### src/rtl/ysyx_22040386_branch_unit.sv
// Branch resolution unit: resolves taken/not-taken, issues redirects to fetch
// through a valid/ready handshake, and keeps a 2^IDX_W-entry saturating-counter BHT.
module ysyx_22040386_branch_unit #(
  parameter int unsigned XLEN  = 64,
  parameter int unsigned IDX_W = 4,
  parameter int unsigned CNT_W = 2
) (
  input  logic            clk,
  input  logic            rst,
  input  logic [XLEN-1:0] pred_pc,
  output logic            pred_taken,
  input  logic            ex_valid,
  input  logic            ex_is_br,
  input  logic [XLEN-1:0] ex_pc,
  input  logic            ex_pred_taken,
  input  logic [2:0]      ex_branch_type,
  input  logic            zero,
  input  logic            result0,
  input  logic            jal,
  input  logic            jalr,
  input  logic            ecall,
  input  logic            mret,
  input  logic [XLEN-1:0] ex_target,
  input  logic [XLEN-1:0] ex_pc_plus4,
  output logic            branch,
  output logic            redir_valid,
  output logic [XLEN-1:0] redir_pc,
  input  logic            redir_ready,
  output logic            ex_stall,
  output logic [31:0]     mispredict_cnt
);

  localparam int unsigned ENTRIES = 1 << IDX_W;
  // Weakly not-taken: MSB clear, all lower bits set.
  localparam logic [CNT_W-1:0] CNT_INIT = {1'b0, {(CNT_W-1){1'b1}}};
  localparam logic [CNT_W-1:0] CNT_MAX  = '1;

  logic [CNT_W-1:0] bht_q [ENTRIES];
  logic [CNT_W-1:0] bht_d [ENTRIES];
  logic             redir_valid_q, redir_valid_d;
  logic [XLEN-1:0]  redir_pc_q, redir_pc_d;
  logic [31:0]      cnt_q, cnt_d;

  logic             cond, uncond, accept, mispredict;
  logic [IDX_W-1:0] rd_idx, wr_idx;
  logic             unused_pc_bits;

  assign rd_idx = pred_pc[IDX_W+1:2];
  assign wr_idx = ex_pc[IDX_W+1:2];
  assign unused_pc_bits = ^{pred_pc[XLEN-1:IDX_W+2], pred_pc[1:0],
                            ex_pc[XLEN-1:IDX_W+2], ex_pc[1:0]};

  always_comb begin
    cond = 1'b0;
    case (ex_branch_type)
      3'b000:         cond = zero;
      3'b001:         cond = ~zero;
      3'b100, 3'b110: cond = result0;
      3'b101, 3'b111: cond = ~result0;
      default:        cond = 1'b0;
    endcase
  end

  assign uncond     = jal | jalr | ecall | mret;
  assign branch     = ex_valid & (uncond | (ex_is_br & cond));
  assign ex_stall   = redir_valid_q & ~redir_ready;
  assign accept     = ex_valid & ~ex_stall;
  assign mispredict = accept & ((ex_is_br & (branch != ex_pred_taken)) | uncond);
  assign pred_taken = bht_q[rd_idx][CNT_W-1];

  // A new mispredict wins over the handshake clearing the pending redirect.
  always_comb begin
    redir_valid_d = redir_valid_q;
    redir_pc_d    = redir_pc_q;
    cnt_d         = cnt_q;
    if (mispredict) begin
      redir_valid_d = 1'b1;
      redir_pc_d    = branch ? ex_target : ex_pc_plus4;
      cnt_d         = cnt_q + 32'd1;
    end else if (redir_ready) begin
      redir_valid_d = 1'b0;
    end
  end

  always_comb begin
    bht_d = bht_q;
    if (accept && ex_is_br) begin
      if (branch) begin
        if (bht_q[wr_idx] != CNT_MAX) bht_d[wr_idx] = bht_q[wr_idx] + 1'b1;
      end else begin
        if (bht_q[wr_idx] != '0) bht_d[wr_idx] = bht_q[wr_idx] - 1'b1;
      end
    end
  end

  always_ff @(posedge clk or posedge rst) begin
    if (rst) begin
      for (int unsigned i = 0; i < ENTRIES; i++) bht_q[i] <= CNT_INIT;
      redir_valid_q <= 1'b0;
      redir_pc_q    <= '0;
      cnt_q         <= '0;
    end else begin
      bht_q         <= bht_d;
      redir_valid_q <= redir_valid_d;
      redir_pc_q    <= redir_pc_d;
      cnt_q         <= cnt_d;
    end
  end

  assign redir_valid    = redir_valid_q;
  assign redir_pc       = redir_pc_q;
  assign mispredict_cnt = cnt_q;

endmodule

### config.mk
export PLATFORM = sky130hd
export DESIGN_NAME = ysyx_22040386_branch_unit
export DESIGN_NICKNAME = d
export VERILOG_FILES = /design/src/rtl/ysyx_22040386_branch_unit.sv
export SDC_FILE = /design/constraint.sdc
export NUM_CORES = 1
export LEC_CHECK = 0
export ABC_AREA = 1
export ABC_CLOCK_PERIOD_IN_PS = 4300
export BUFFER_PORTS_ARGS = -buffer_cell sky130_fd_sc_hd__buf_2
export CORE_MARGIN = 5
export CORE_UTILIZATION = 42
export DETAILED_ROUTE_END_ITERATION = 6
export HOLD_SLACK_MARGIN = 0.15
export PLACE_DENSITY = 0.82
export SYNTH_ARGS = -nofsm -noshare
export SYNTH_HDL_FRONTEND = slang
export SYNTH_SLANG_ARGS = --single-unit
### constraint.sdc
create_clock -name clk -period 4.3 [get_ports clk]
set_input_delay 0.86 -clock clk [delete_from_list [all_inputs] [get_ports clk]]
set_output_delay 0.86 -clock clk [all_outputs]
set_load 0.1 [all_outputs]
Yosys cells after proc, flatten, opt, wreduce, memory -nomap -nowiden
Cells that the tools add are included.

word-level totals
  output and inout bits = 100
  input port bits = 271
  register bits after elaboration = 129

operators by class
  reduce and logical (&&, ||, !) cells = 9
  add/subtract/negate cells = 3
  multiplexer cells = 17
  bitwise operators = 17
  order comparisons = 3
  equal/unequal tests = 8

operators with widths
  cell                                                       count
  2-to-1 mux 32 bit                                          3
  bitwise mux 32 bit                                         2
  2-to-1 mux 64 bit                                          1
  adder 32 x 1 -> 32 bit (second input constant)             1
  binary-select mux 2 bit (select 4 bit)                     2
  == test 3 bit (second input constant)                      4
  greater-or-equal comparator 5 bit (second input constant)  2
  2-to-1 mux 2 bit                                           5
  NOT 4 -> 5 bit                                             2
  demux 2 bit (select 4 bit)                                 1
  bitwise AND 1 bit                                          6
  nonzero test 2 bit                                         3
  < comparator 5 x 1 -> 1 bit (second input constant)        1
  bitwise OR 1 bit                                           5
  NOT 1 bit                                                  4
  one-hot mux 1 bit (4 select lines)                         1
  OR reduction 2 bit                                         2
  == test 3 x 1 -> 1 bit (second input constant)             1
  logical NOT 3 bit                                          1
  AND reduction 3 bit                                        1
  adder 2 x 1 -> 2 bit (second input constant)               1
  logical AND 1 bit                                          2
  2-to-1 mux 1 bit                                           2
  != test 2 x 1 -> 1 bit (second input constant)             1
  other kinds (3)                                            3

Depth between registers and ports, before layout
Gate-level depths: netlist (run 1).

  depth in word-level cells = 11
  gate-level depth with buffers = 19
  mapped depth without buffers = 17

Worst setup path after synthesis (run 1)
OpenSTA, ideal clock, no wires.

  kind = input to output
  from = in pred_pc[2]
  to = out pred_taken
  path buffers = 1
  cell stages on the path = 5
  setup slack = -0.166 ns
  data arrival time = 3.606 ns
  cell sequence = buf_1 > mux2i_1 > o211ai_1 > o21ai_0 > o21ai_0

on the way
  longest elaborated chain between the ends = 4

RTL lines
  item                                                  RTL line  source
  start, declared                                       10        input logic [XLEN-1:0] pred_pc,
  NOT 4 -> 5 bit (implied by the code)                  69        assign pred_taken = bht_q[rd_idx][CNT_W-1];
  binary-select mux 2 bit (select 4 bit)                69
  2-to-1 mux 2 bit (implied by the code) (2 in series)  69
  end, declared                                         11        output logic pred_taken,

No other way between the ends. The select of a mux whose other input is x is not followed.

Final worst setup path (run 1)
  from = in ex_pc[2]
  to = reg bht_q[31] (netlist name)

on the way
  longest elaborated chain between the ends = 8

RTL lines
  item                                                                         RTL line  source
  start, declared                                                              14        input logic [XLEN-1:0] ex_pc,
  NOT 4 -> 5 bit (implied by the code) *                                       89, 91
  binary-select mux 2 bit (select 4 bit), or another cell as far along         89, 91
  2-to-1 mux 2 bit (implied by the code) or logical AND 1 bit (tied branches)  89, 91
  2-to-1 mux 2 bit (implied by the code)                                       89, 91
  subtractor 2 x 1 -> 2 bit, or another cell as far along                      91        if (bht_q[wr_idx] != '0) bht_d[wr_idx] = bht_q[wr_idx] - 1'b1;
  bitwise mux 32 bit (on tied branches)                                        91, 89
  2-to-1 mux 32 bit (on tied branches)                                         91, 89
  2-to-1 mux 32 bit                                                            88        if (branch) begin
  end signal, assigned                                                         103       bht_q <= bht_d;
  end, declared                                                                38        logic [CNT_W-1:0] bht_q [ENTRIES];

Every way passes the cells marked *; elsewhere a longest branch is shown, timed or not. The select of a mux whose other input is x is not followed.
A chain may end at the register's enable or synchronous reset.

==> flow_summary.toml, run 1 <==
[sta]
worst_pin_slew_ns = 0.909
slew_headroom_pct = 39.4
fmax_mhz = 300
final.period_utilization_pct = 77.5
setup_slack_ns = 0.966
setup_viol_count_final = 0
period_needed_ns = 3.33
rsz0062_at_grt = "false"
skew_ns = 0.0112
tns_ns = 0
hold_viol_final = 0
drv_slew = 0
fin_hold_ws_ns = 0.463

[die]
start_util_pct = 42.9
dieArea_mm2 = 0.0205
die_w_um = 143
die_h_um = 143
row_count = 48
io_pins = 371
core_area_mm2 = 0.0174

[place]
pre_cts_ws_ns = 0.593
routabilityCongestion = 0.912
hpwl_um = 16100
dpl-instance-area_mm2 = 0.00885
port_buffers = 250

[global_routing]
grt_usage_pct = 21.4
grt_pass1_vias = 7363
grt_antenna_before_repair = 0
grt_pass1_wl_um = 35500
grt_max_degree = 97
grt.overflow.total = 0

[power]
ir_drop_v = 0.000338
p_leak_nw = 5.43
powerDensity_mw_per_mm2 = 489

[worst_setup_path]
critical_path_class = "input port to flip-flop"
slowest_stage = "inv_2"
cp_num_buf_inv = 6
cpLargestDelayFamily = "simple AND/OR/NAND/NOR gates"
crit_path_start_kind = "input port"
critical_path_required_ns = 4.60
path_cells = "buf_2 -> inv_1 -> nor2_1 -> inv_1 -> o22ai_1 -> o21ai_0 -> nand2_1 -> inv_1 -> nand2_2 -> inv_1 -> ha_1 -> nand2_1 -> nand2_1 -> inv_2 -> nand2_1 -> nand2_1 -> nand2_1"
crit_fanout = 36
cp_slowest_stage_delay_ns = 0.51
cpMostUsedCell = "nand2_1"
endpoint_kind = "flip-flop"
cp.arrival_ns = 3.63

[clock_tree]
htreeDepth = 4
cts_hold_buf = 0
numCtsBuffers = 17
cts_resized = 0
tritoncts = "yes"
cts_buffer_depth = 2
clk_pin_slew_ns = 0.06
cts_sinks = 129
root_buffer = "clkbuf_16"
clk_latency_ns = 0.42
post_cts.repair.setup_buffers = 0

[cells_and_area]
fillers = 1670
antenna_cells = 0
fin_area_mm2 = 0.00944
multiInputGateArea_mm2 = 0.00375
area_growth_pct = 26.7
fin_nets = 1594
register_area_mm2 = 0.00325
layout-drive-gt1-share_pct = 23.6

[logic_synthesis]
yosys.cell_types.count = 28
ys_seq_area_share_pct = 43.6
synth_simple_gate_area_share_pct = 42.5
avgSynthCellArea_um2 = 6.81
synth_top_family_by_area = "simple AND/OR/NAND/NOR gates"
synth_area_leader_cell = "dfrtp_1"
synth_mux_area_share_pct = 0.537
synth_xor_area_share_pct = 3.17
netlist_instances = 1095
synth_fa_ha_area_share_pct = 0.504
ys_warn_count = 0
synth_area_mm2 = 0.00745
ys_top_cells_by_area = "dfrtp_1 38%, nand2_1 28%, nand3_1 9.4%"
ys_ff_latch = 129
synth-compound-area-share_pct = 3.46
synth_fp_nets = 1369
synth.top_cell.area_share_pct = 37.9

[route]
firstDrtPassIters = 7
drt_wl_total_um = 22200
dr.first_iter.drc_count = 457
via_per_inst = 4.98
vias = 7753
ant_nets = 0
post_drt_wl_per_cell_um = 14.3
drc_errors = 0

[flow_run]
cap_violations = 0

[hold_path]
hold_class = "flip-flop to flip-flop"

[outcome]
status = "complete, no violations"
[cell type report]
| class | instances | area share, % |
|---|---|---|
| repair buffers | 258 | 14.4 |
| multi-input cells | 860 | 39.7 |
| clock buffers | 19 | 4.58 |
| well taps | 225 | 2.98 |
| clock inverters | 13 | 1.72 |
| flip-flops and latches | 129 | 34.4 |
| inverters | 54 | 2.19 |
[cells in the mapped netlist, drive strengths merged]
| cell type | instances |
|---|---|
| a21oi | 4 |
| a22oi | 8 |
| and3 | 2 |
| buf | 37 |
| clkbuf | 15 |
| dfrtp | 113 |
| dfstp | 16 |
| ha | 3 |
| inv | 54 |
| mux2i | 4 |
| nand2 | 565 |
| nand3 | 140 |
| nand3b | 3 |
| nand4 | 4 |
| nor2 | 60 |
| nor3 | 6 |
| nor3b | 1 |
| nor4 | 1 |
| o211ai | 3 |
| o21ai | 21 |
| o22ai | 8 |
| xnor2 | 11 |
| xor2 | 16 |
[stage by stage]
stage | cells | total power, mW | util, %
2_1_floorplan | 1095 | 2.81 | -
3_3_place_gp | 1526 | 3.15 | 51.0
3_5_place_dp | 1526 | 3.18 | 51.0
4_1_cts | 1558 | 4.66 | 54.4
5_1_grt | 1558 | 4.83 | 54.4
6_report | 1558 | 4.62 | 54.4
[logic make-up after synthesis]
kind of cell / after synthesis
xor+xnor: 27
mux: 4
compound gates: 44
simple gates: 782
flops: 129
buf+inv: 106
fa+ha+maj: 3
[worst reg2reg max path, cell delays in order, from the launching register on]
cell	delay [ns]
dfstp_2	0.53
o22ai_1	0.10
o21ai_0	0.20
nand2_1	0.07
inv_1	0.07
nand2_2	0.25
ha_1	0.31
inv_1	0.04
o21ai_0	0.07
inv_1	0.06
nand2_1	0.21
inv_2	0.51
nand2_1	0.15
nand2_1	0.09
nand2_1	0.06
[metal layers]
metal / GRT usage [%] / part of all wire [%] / up-vias / wire [µm]
met2: 35.8 / 48 / 279 / 10600
met1: 27.6 / 43 / 3543 / 9470
met4: 7.45 / 2.0 / 0 / 434
met5: 0 / 0 / - / 0
met3: 4.42 / 7.8 / 33 / 1740
li1: - / - / 3898 / -
[placed cells by master (no fill, tap or decap), types with 4 or more instances in the layout]
cell	n
nand4_1	4
a22oi_1	8
clkbuf_16	17
nor3_1	6
nor2_1	60
a21oi_1	4
buf_4	5
dfrtp_1	113
inv_1	49
xnor2_1	11
o21ai_0	20
buf_12	4
dfstp_2	16
nand3_1	140
mux2i_1	4
buf_2	249
nand2_1	561
xor2_1	16
clkinv_2	4
o22ai_1	8
[power by group]
part,switching [mW],leakage [nW],internal (mW)
Sequential,0.126,1.63,1.41
Clock,0.557,0.283,0.912
Combinational,1.32,3.51,0.291
Total,2.01,5.43,2.61
[worst paths after layout]
path                                 from                         end  slack (ns)  depth (start not counted)
worst max register to register  flip-flop                   bht_q[31]        1.48                         14
max in group asynchronous             rst  asynchronous set/reset pin        2.90                          3
min in group asynchronous             rst                   bht_q[29]        0.56                          2
worst min register to register  flip-flop                   flip-flop        0.46                          2
worst min-delay path            flip-flop                   flip-flop        0.46                          2
worst max-delay path             ex_pc[2]                   bht_q[31]        0.97                         17
Power figures use the tool's default switching activity.
==> run 2, diff against run 1 <==
Settings changed: ABC_CLOCK_PERIOD_IN_PS 4300 to 2760.
Clock period 4.3 ns to 2.76 ns, I/O delays scaled along.
==> flow_summary.toml, run 2 (same netlist as run 1, synthesis figures left out) <==
[worst_setup_path]
endpoint_kind = "primary output"
critical_path_required_ns = 2.21
cp.arrival_ns = 1.89
crit_fanout = 3
critical_path_class = "flip-flop to primary output"
crit_path_start_kind = "flip-flop"

[global_routing]
grt_max_degree = 130
grt_usage_pct = 21.1
grt.overflow.total = 0
grt_pass1_vias = 7225
grt_pass1_wl_um = 35000
grt_antenna_before_repair = 0

[sta]
hold_viol_final = 0
drv_slew = 0
skew_ns = 0.0116
slew_headroom_pct = 51.1
fmax_mhz = 410
rsz0062_at_grt = "false"
period_needed_ns = 2.44
final.period_utilization_pct = 88.4
fin_hold_ws_ns = 0.299
tns_ns = 0
setup_slack_ns = 0.320
setup_viol_count_final = 0
worst_pin_slew_ns = 0.733

[clock_tree]
cts_sinks = 129
clk_latency_ns = 0.42
htreeDepth = 4
tritoncts = "yes"
cts_buffer_depth = 2
root_buffer = "clkbuf_16"
numCtsBuffers = 17
cts_resized = 0
cts_hold_buf = 0
clk_pin_slew_ns = 0.06
post_cts.repair.setup_buffers = 0

[route]
drc_errors = 0
drt_wl_total_um = 22000
via_per_inst = 4.93
dr.first_iter.drc_count = 588
firstDrtPassIters = 7
ant_nets = 0
vias = 7742
post_drt_wl_per_cell_um = 14.0

[place]
place_inst = 1537
pre_cts_ws_ns = -0.0160
hpwl_um = 16100
port_buffers = 250
dpl-instance-area_mm2 = 0.00897
routabilityCongestion = 0.910

[die]
row_count = 48
io_pins = 371
die_h_um = 143
die_w_um = 143
core_area_mm2 = 0.0174
start_util_pct = 42.9
dieArea_mm2 = 0.0205

[cells_and_area]
fin_area_mm2 = 0.00959
antenna_cells = 0
area_growth_pct = 28.6
fin_nets = 1605
final_cell_mix = "561 x nand2_1, 249 x buf_2, 140 x nand3_1"
layout.cells.non_filler = 1569
layout-drive-gt1-share_pct = 24.4
layout_commonest_cell = "nand2_1"
finish.utilization_pct = 55.2

[flow_run]
cap_violations = 0

[outcome]
status = "complete, no violations"

[power]
powerDensity_mw_per_mm2 = 759
power_mw = 7.28
ir_drop_v = 0.000466
p_leak_nw = 5.51

[hold_path]
hold_class = "input port to asynchronous set/reset pin"
-- run 2: changes by cell type in the layout (fill, tap and decap cells not counted) --
cell,change
nor2_1,-1
o21ai_2,+1
nor2_2,+1
buf_4,+9
xor2_2,+1
inv_4,-1
inv_6,-1
buf_12,+2
clkbuf_8,+4
clkinv_4,-2
xor2_1,-1
o21ai_1,-1
-- run 2: path summary, 6_finish.rpt --
check | start | end | slack [ns] | cells past startpoint
worst max-delay path | bht_q[21] | pred_taken | 0.32 | 7
worst min-delay path | rst | bht_q[27] | 0.30 | 3
min in group clk | redir_ready | redir_valid | 0.40 | 2
max in group asynchronous | rst | mispredict_cnt[13] | 1.92 | 3
worst min register to register | flip-flop | flip-flop | 0.46 | 2
worst max register to register | flip-flop | bht_q[9] | 0.43 | 14
-- run 2: power breakdown --
part / total, mW / switching, mW / internal, mW / leakage, nW
clock: 2.34 / 0.826 / 1.51 / 0.299
combinational: 2.55 / 2.07 / 0.475 / 3.57
sequential: 2.39 / 0.197 / 2.20 / 1.63
-- run 2: worst max-delay path, stage by stage (launching register included) --
cell      delay [ns]
dfrtp_1         0.37
inv_1           0.06
a21oi_1         0.11
o21ai_0         0.11
o211ai_1        0.09
o21ai_0         0.13
o21ai_2         0.16
buf_2           0.45
-- run 2: cell type report --
type,count,area (µm²)
multi-input cells,860,3760
inverters,54,208
flip-flops and latches,129,3250
repair buffers,269,1470
fillers,1684,7770
clock buffers,23,488
clock inverters,9,129
well taps,225,282
-- run 2: metal layers --
layer / wire (µm) / up-vias / GRT usage (%)
met4: 392 / 0 / 6.90
met5: 0 / - / 0
met2: 10500 / 305 / 35.5
li1: - / 3925 / -
met3: 1850 / 29 / 4.22
met1: 9200 / 3483 / 27.5
